File: config.mk
export PLATFORM = sky130hd
export DESIGN_NAME = dma_csr
export DESIGN_NICKNAME = d
export VERILOG_FILES = /design/src/rtl/dma_csr_pkg.sv /design/src/rtl/dma_csr.sv
export SDC_FILE = /design/constraint.sdc
export NUM_CORES = 1
export LEC_CHECK = 0
export ABC_AREA = 1
export CAP_MARGIN = 25
export CELL_PAD_IN_SITES_DETAIL_PLACEMENT = 0
export CELL_PAD_IN_SITES_GLOBAL_PLACEMENT = 1
export CORE_AREA = 2 2 329 331
export DETAILED_ROUTE_END_ITERATION = 6
export DIE_AREA = 0 0 331 333
export PLACE_DENSITY_LB_ADDON = 0.1
export SLEW_MARGIN = 20
export SYNTH_ARGS = -nofsm -noshare
export SYNTH_HDL_FRONTEND = slang
export SYNTH_SLANG_ARGS = --single-unit
export TNS_END_PERCENT = 1
File: constraint.sdc
create_clock -name clk -period 2.17 [get_ports clk]
set_input_delay 0.434 -clock clk [delete_from_list [all_inputs] [get_ports clk]]
set_output_delay 0.434 -clock clk [all_outputs]
set_load 0.02 [all_outputs]
File: src/rtl/dma_csr_pkg.sv
// Shared types and constants for the DMA MMIO control/status front end.
// Pure declarations; no timing of its own.
// No flow control of its own.
package dma_csr_pkg;

  // Minimal CCI-P type subset used by the CSR block.
  typedef logic [41:0]  t_ccip_clAddr;
  typedef logic [15:0]  t_ccip_mmioAddr;
  typedef logic [8:0]   t_ccip_tid;
  typedef logic [511:0] t_ccip_clData;
  typedef logic [63:0]  t_ccip_mmioData;

  typedef struct packed {
    t_ccip_mmioAddr address;
    logic [1:0]     length;
    logic           rsvd;
    t_ccip_tid      tid;
  } t_ccip_c0_ReqMmioHdr;

  typedef struct packed {
    t_ccip_c0_ReqMmioHdr hdr;
    t_ccip_clData        data;
    logic                rspValid;
    logic                mmioRdValid;
    logic                mmioWrValid;
  } t_if_ccip_c0_Rx;

  typedef struct packed {
    logic           c0TxAlmFull;
    logic           c1TxAlmFull;
    t_if_ccip_c0_Rx c0;
  } t_if_ccip_Rx;

  typedef struct packed {
    t_ccip_tid tid;
  } t_ccip_c2_RspMmioHdr;

  typedef struct packed {
    t_ccip_c2_RspMmioHdr hdr;
    logic                mmioRdValid;
    t_ccip_mmioData      data;
  } t_if_ccip_c2_Tx;

  // hdr.length encoding for MMIO requests: 0 = 4B, 1 = 8B, 2 = 64B.
  localparam logic [1:0] MMIO_LEN_8B = 2'b01;

  // DWORD register map.
  localparam t_ccip_mmioAddr ADDR_DFH      = 16'h0000;
  localparam t_ccip_mmioAddr ADDR_AFU_ID_L = 16'h0002;
  localparam t_ccip_mmioAddr ADDR_AFU_ID_H = 16'h0004;
  localparam t_ccip_mmioAddr ADDR_RSVD0    = 16'h0006;
  localparam t_ccip_mmioAddr ADDR_RSVD1    = 16'h0008;
  localparam t_ccip_mmioAddr ADDR_RD_ADDR  = 16'h0020;
  localparam t_ccip_mmioAddr ADDR_WR_ADDR  = 16'h0022;
  localparam t_ccip_mmioAddr ADDR_RD_LEN   = 16'h0024;
  localparam t_ccip_mmioAddr ADDR_WR_LEN   = 16'h0026;
  localparam t_ccip_mmioAddr ADDR_CTRL     = 16'h0028;
  localparam t_ccip_mmioAddr ADDR_STATUS   = 16'h002A;
  localparam t_ccip_mmioAddr ADDR_CYCLES   = 16'h002C;

  localparam logic [63:0] DFH_VALUE = 64'h1000_0100_0000_0000;

  typedef enum logic [1:0] {
    IDLE  = 2'd0,
    FLUSH = 2'd1,
    RUN   = 2'd2,
    DONE  = 2'd3
  } t_csr_state;

  // STATUS register bit positions.
  localparam int STS_BUSY      = 0;
  localparam int STS_DONE      = 1;
  localparam int STS_START_REJ = 2;
  localparam int STS_BAD_CFG   = 3;
  localparam int STS_STATE_LSB = 4;

  function automatic logic [63:0] status_word(input t_csr_state st,
                                              input logic       start_rej,
                                              input logic       bad_cfg);
    logic [63:0] w;
    w = '0;
    w[STS_BUSY]             = (st == FLUSH) || (st == RUN);
    w[STS_DONE]             = (st == DONE);
    w[STS_START_REJ]        = start_rej;
    w[STS_BAD_CFG]          = bad_cfg;
    w[STS_STATE_LSB +: 2]   = st;
    return w;
  endfunction

endpackage

File: src/rtl/dma_csr.sv
// MMIO CSR front end for the DMA: config registers, flush/run sequencing, run timer.
// Read response one cycle after the request; writes visible on the next cycle.
// No backpressure: every MMIO request is accepted, one response per read.
module dma_csr
  import dma_csr_pkg::*;
#(
  parameter logic [63:0] AFU_ID_L     = 64'h0,
  parameter logic [63:0] AFU_ID_H     = 64'h0,
  parameter int unsigned FLUSH_CYCLES = 4    // legal range 1..15
) (
  input  logic           clk,
  input  logic           soft_reset,
  input  t_if_ccip_Rx    sRx,
  output t_if_ccip_c2_Tx mmio_c2,
  output t_ccip_clAddr   dma_rd_addr,
  output t_ccip_clAddr   dma_wr_addr,
  output logic [64:0]    dma_rd_len,
  output logic [64:0]    dma_wr_len,
  output logic           begin_again,
  input  logic           dma_finished
);

  localparam int          AW         = $bits(t_ccip_clAddr);
  localparam logic [3:0]  FLUSH_LAST = 4'(FLUSH_CYCLES - 1);

  // Request decode
  t_ccip_mmioAddr req_addr;
  logic [63:0]    wr_data;
  logic           wr_en;
  logic           start_wr;

  assign req_addr = sRx.c0.hdr.address;
  assign wr_data  = sRx.c0.data[63:0];
  assign wr_en    = sRx.c0.mmioWrValid && (sRx.c0.hdr.length == MMIO_LEN_8B);
  assign start_wr = wr_en && (req_addr == ADDR_CTRL) && wr_data[0];

  // Fields of the Rx bundle this block never looks at.
  logic unused_rx;
  assign unused_rx = ^{sRx.c0TxAlmFull, sRx.c1TxAlmFull, sRx.c0.rspValid,
                       sRx.c0.hdr.rsvd, sRx.c0.data[511:64]};

  // Configuration registers
  t_ccip_clAddr rd_addr_q, wr_addr_q;
  logic [63:0]  rd_len_q, wr_len_q;

  // Run-side state
  t_csr_state   state_q, state_d;
  logic [3:0]   flush_cnt_q, flush_cnt_d;
  logic [63:0]  cycles_q;
  logic         start_rej_q, bad_cfg_q;
  t_ccip_clAddr dma_rd_addr_q, dma_wr_addr_q;
  logic [63:0]  dma_rd_len_q, dma_wr_len_q;

  // FSM strobes
  logic accept_start, bad_start, reject_start, enter_run;

  // Response path
  t_if_ccip_c2_Tx rsp_q, rsp_d;
  logic [63:0]    rd_data;

  // Config registers take 8-byte writes to their own even address only.
  always_ff @(posedge clk) begin
    if (soft_reset) begin
      rd_addr_q <= '0;
      wr_addr_q <= '0;
      rd_len_q  <= '0;
      wr_len_q  <= '0;
    end else if (wr_en) begin
      case (req_addr)
        ADDR_RD_ADDR: rd_addr_q <= wr_data[AW-1:0];
        ADDR_WR_ADDR: wr_addr_q <= wr_data[AW-1:0];
        ADDR_RD_LEN:  rd_len_q  <= wr_data;
        ADDR_WR_LEN:  wr_len_q  <= wr_data;
        default: ;
      endcase
    end
  end

  // Sequencer next-state: start qualification, flush countdown, run end.
  always_comb begin
    state_d      = state_q;
    flush_cnt_d  = flush_cnt_q;
    accept_start = 1'b0;
    bad_start    = 1'b0;
    reject_start = 1'b0;
    enter_run    = 1'b0;
    case (state_q)
      IDLE, DONE: begin
        if (start_wr) begin
          if ((rd_addr_q != '0) && (wr_addr_q != '0)) begin
            state_d      = FLUSH;
            flush_cnt_d  = '0;
            accept_start = 1'b1;
          end else begin
            bad_start = 1'b1;
          end
        end
      end
      FLUSH: begin
        reject_start = start_wr;
        if (flush_cnt_q == FLUSH_LAST) begin
          state_d   = RUN;
          enter_run = 1'b1;
        end else begin
          flush_cnt_d = flush_cnt_q + 4'd1;
        end
      end
      RUN: begin
        reject_start = start_wr;
        if (dma_finished) state_d = DONE;
      end
      default: state_d = IDLE;
    endcase
  end

  // Sequencer state register.
  always_ff @(posedge clk) begin
    if (soft_reset) begin
      state_q     <= IDLE;
      flush_cnt_q <= '0;
    end else begin
      state_q     <= state_d;
      flush_cnt_q <= flush_cnt_d;
    end
  end

  // DMA-facing snapshot, run timer and sticky status bits.
  always_ff @(posedge clk) begin
    if (soft_reset) begin
      dma_rd_addr_q <= '0;
      dma_wr_addr_q <= '0;
      dma_rd_len_q  <= '0;
      dma_wr_len_q  <= '0;
      cycles_q      <= '0;
      start_rej_q   <= 1'b0;
      bad_cfg_q     <= 1'b0;
    end else begin
      // Outputs read as zero for the whole flush window.
      if (accept_start) begin
        dma_rd_addr_q <= '0;
        dma_wr_addr_q <= '0;
        dma_rd_len_q  <= '0;
        dma_wr_len_q  <= '0;
        start_rej_q   <= 1'b0;
      end
      if (reject_start) start_rej_q <= 1'b1;
      if (bad_start)    bad_cfg_q   <= 1'b1;
      if (enter_run) begin
        dma_rd_addr_q <= rd_addr_q;
        dma_wr_addr_q <= wr_addr_q;
        dma_rd_len_q  <= rd_len_q;
        dma_wr_len_q  <= wr_len_q;
        cycles_q      <= '0;
        bad_cfg_q     <= 1'b0;
      end else if ((state_q == RUN) && (cycles_q != '1)) begin
        cycles_q <= cycles_q + 64'd1;
      end
    end
  end

  // Read mux over pre-edge register state; holes and odd addresses read 0.
  always_comb begin
    rd_data = '0;
    case (req_addr)
      ADDR_DFH:      rd_data = DFH_VALUE;
      ADDR_AFU_ID_L: rd_data = AFU_ID_L;
      ADDR_AFU_ID_H: rd_data = AFU_ID_H;
      ADDR_RSVD0:    rd_data = '0;
      ADDR_RSVD1:    rd_data = '0;
      ADDR_RD_ADDR:  rd_data = 64'(rd_addr_q);
      ADDR_WR_ADDR:  rd_data = 64'(wr_addr_q);
      ADDR_RD_LEN:   rd_data = rd_len_q;
      ADDR_WR_LEN:   rd_data = wr_len_q;
      ADDR_STATUS:   rd_data = status_word(state_q, start_rej_q, bad_cfg_q);
      ADDR_CYCLES:   rd_data = cycles_q;
      default:       rd_data = '0;
    endcase
  end

  // Every read of any size gets exactly one response with its tid.
  always_comb begin
    rsp_d = '0;
    if (sRx.c0.mmioRdValid) begin
      rsp_d.mmioRdValid = 1'b1;
      rsp_d.hdr.tid     = sRx.c0.hdr.tid;
      rsp_d.data        = rd_data;
    end
  end

  // Registered response, one cycle after the request.
  always_ff @(posedge clk) begin
    if (soft_reset) rsp_q <= '0;
    else            rsp_q <= rsp_d;
  end

  assign mmio_c2     = rsp_q;
  assign begin_again = (state_q == FLUSH);
  assign dma_rd_addr = dma_rd_addr_q;
  assign dma_wr_addr = dma_wr_addr_q;
  assign dma_rd_len  = {1'b0, dma_rd_len_q};
  assign dma_wr_len  = {1'b0, dma_wr_len_q};

endmodule

==> summary.md <==
| Metric | Value |
|---|---|
| Synth Instances | 3271 |
| Drt total wl | 122 mm |
| Sequential area share after synthesis | 48.1% |
| CP Max Fanout | 1 |
| PD cells | 697 nW/um^2 |
| Relative slew slack | 64.6% |
| Fill count | 11600 |
| GRT Total Usage | 21.6% |
| Global placer's final weighted congestion | between 0.8 and 0.9 |
| Die ar. | 110000 um^2 |
| Die W | roughly 330 um |
| Setup_tns | 0 ns |
| HPWL after DPL | 91.2 mm |
| Clock Tree Root | clkbuf_16 |
| DR vias | 24600 |
| R2R Path End | dma_wr_len_q[60]$_SDFFE_PP0P_ |
| Lkg Pwr | between 0.01 and 0.015 uW |
| Post-layout minimum cycle time | 2.13 ns |
| Syn Area/Cell | 7.26 um^2 |
| CTS Buf Count | slightly above 70 |
| Critical Path End Type | output pin |
| Delay-heaviest family, CP | buffers and inverters |
| VDD IR-drop max | 0.476 mV |
| Antenna violations before repair | 5 |
| Worst Reg-to-Reg Cells | 8 |
| Fin util | 32.5% |
| Final #Nets | 4456 |
| GRT Residual Overflow | 0 |
| Die height | between 300 and 400 um |
| Final Cell Area | 34700 um^2 |
| CP Data Arrival Time | approximately 1.7 ns |
| Max-Cap Viols | 0 |
| Hold Crit Endpoint | wr_len_q[13]$_SDFFE_PP0P_ |
| Synth Register Bits | 570 |
| Starting Density | 22.3% |
| Vias in the first global route | ~25000 |
| Critical path startpoint category | flip-flop |
| Final Hold Viols | 0 |
| H-tree lvl count | 3 |
| WP buf/inv | 1 |
| RSZ-0062 raised after global routing | true |
| Final ANT Viol Nets | 0 |
| Clock Sinks | 570 |
| Port buffer count | ~380 |
| Area grow syn2layout | 46.1% |
| First-pass GRT wire length | 175 mm |
| CP peak stage delay | 0.65 ns |
| Crit Reg-Reg Startpoint | state_q[0]$_SDFFE_PP0P_ |
| Register area | roughly 11000 um^2 |
| Core area | 107000 um^2 |
| Area post-placement | 32000 um^2 |
| Average vias per placed instance | 4.60 |
| HP Class | input port to flip-flop |
| Clock-pin slew on the worst setup and hold paths | around 0.060 ns |
| DRT Pass-1 Iters | 5 |
| Hold-fix buffers, CTS | 0 |
| FMAX | 470 MHz |
| Netlist Area Pre-Place | 23700 um^2 |
| DRC viols | 0 |
| Largest net degree at the start of global routing | 93 |
| Antenna diode count | 0 |
| Worst-path cell chain | clkdlybuf4s50_1 |
| Rows | 120 |
| CP max stage cell | clkdlybuf4s50_1 |
| Layout cell share with drive strength beyond 1 | about 14% |
| Slew Limit Fails | 0 |
| Hold-critical path depth | 4 |
| Post-synth cell types | 33 |
| Hold_sp | soft_reset |
| CTS tree | done |
| I/O pin count | around 840 |
| Average wire per standard cell | 22.8 um |
| Final period util | 98.1% |
| Status | finished, final reports clean |
| Multi-input logic area | 10400 um^2 |
| Maximum clock path buffer count | 3 |
| Clock Latency Late Sink | around 0.63 ns |
| Iter 0 DRT Violations | 1702 |
| Reg-to-reg slack, setup | 0.12 ns |
| Worst slew pin tran | 0.531 ns |
| Worst setup path class | flip-flop to output pin |
| Count of final setup violators | 0 |
| Yosys warns | 0 |
| Fin Clk Skew | a little under 0.02 ns |
| CP required | 1.74 ns |
metal layers:
layer | routed length (um) | global-route usage [%] | vias to the layer above
li1 | - | - | 12100
met1 | 58900 | 31.0 | 11900
met2 | 55300 | 33.9 | 567
met3 | 6070 | 3.39 | 122
met4 | 2010 | 4.23 | 6
met5 | 33 | 0 | -
power breakdown:
part	switching [uW]	total, uW	internal, uW
logic	1120	1660	533
clock network	4950	12000	7040
registers	40.3	10500	10500
cell type report:
class | count | share of cell area (%)
clock inverter | 22 | 0.523
tap | 1403 | 5.06
inverter | 291 | 3.18
timing repair buffer | 769 | 22.1
clock buffer | 106 | 6.15
sequential | 570 | 32.9
multi-input combinational | 2198 | 30.1
what timing repair did:
action | CTS | global route
buffers inserted | 0 | 2
cloned | 0 | 6
gates resized for setup | 18 | 35
pin swaps | 0 | 2
setup endpoints to repair | 84 | 215
Yosys cell counts (all sizes together):
cell type,instances,share of area (%)
a211oi,42,1.3
a21oi,501,11
a31oi,5,0.13
buf,84,2.0
clkbuf,129,2.0
clkinv,3,0.047
conb,1,0.016
dfxtp,570,48
ha,6,0.32
inv,288,4.6
nand2,645,10
nand3,314,6.6
nand4,30,0.82
nor2,336,5.5
nor3,37,0.85
o211a,1,0.042
o211ai,1,0.032
o21ai,206,4.3
o221ai,23,0.85
o22ai,7,0.18
or2,4,0.11
xor2,38,1.4
worst max-delay path by stage:
stage	start	endpoint	slack, ns	depth (start not counted)
after global placement	sRx[530]	flush_cnt_q[1]$_SDFFE_PP0P_	-0.74	13
after floorplan	cycles_q[0]$_SDFFE_PP0P_	cycles_q[33]$_SDFFE_PP0P_	0.23	12
after CTS	cycles_q[1]$_SDFFE_PP0P_	cycles_q[47]$_SDFFE_PP0P_	0.002	12
after global routing	cycles_q[31]$_SDFFE_PP0P_	cycles_q[25]$_SDFFE_PP0P_	-0.02	12
final	mmio_c2[38]$_SDFF_PP0_	mmio_c2[38]	0.04	1
after detailed placement	sRx[530]	dma_wr_len_q[8]$_SDFFE_PP0P_	-0.75	9
state kept, by name (all words and copies together) (netlist names):
name	flops
cycles_q	64
rd_addr_q	42
mmio_c2	74
state_q	2
rd_len_q	64
dma_rd_len_q	64
wr_addr_q	42
flush_cnt_q	4
start_rej_q	1
bad_cfg_q	1
wr_len_q	64
dma_wr_len_q	64
dma_wr_addr	42
dma_rd_addr	42
logic make-up after synthesis:
group	Yosys count	share of synthesized area, %
buffers and inverters	504	8.61
DFF	570	48.1
other	1	0.0158
adders and majority gates	6	0.316
xor gates and xnor gates	38	1.40
and+or+nand+nor	1366	24.1
AOI/OAI and AO/OA	786	17.5
worst reg2reg max path, stage by stage, from the launching register on:
cell       delay, ns
dfxtp_1         0.36
inv_1           0.07
ha_1            0.53
nand4_4         0.30
buf_12          0.22
clkbuf_16       0.16
buf_4           0.16
nand3_1         0.07
a21oi_1         0.06
metrics by stage:
| step | hold WS (ns) | power, uW | std cells | setup WS (ns) |
|---|---|---|---|---|
| finish | 0.207 | 24200 | 5359 | 0.0408 |
| floorplan | 0.438 | 11600 | 3272 | 0.230 |
| global placement | 0.456 | 12500 | 5223 | -0.740 |
| global route | 0.190 | 25000 | 5359 | -0.0155 |
| detailed placement | 0.461 | 12400 | 5223 | -0.749 |
| CTS | 0.158 | 24600 | 5351 | 0.00180 |
cell usage in the layout, fill, tap and decap left out, drive strengths merged, types with 5 or more instances in the layout:
cell type	n
o22ai	7
ha	6
clkinv	19
inv	291
o21ai	206
xor2	38
o221ai	23
dlygate4sd2	9
nand4	30
a21oi	501
a31oi	5
a211oi	42
clkbuf	113
nand2	645
nor2	336
nor3	37
nand3	314
clkdlybuf4s50	366
buf	381
dfxtp	570
Power figures use the tool's default switching activity.
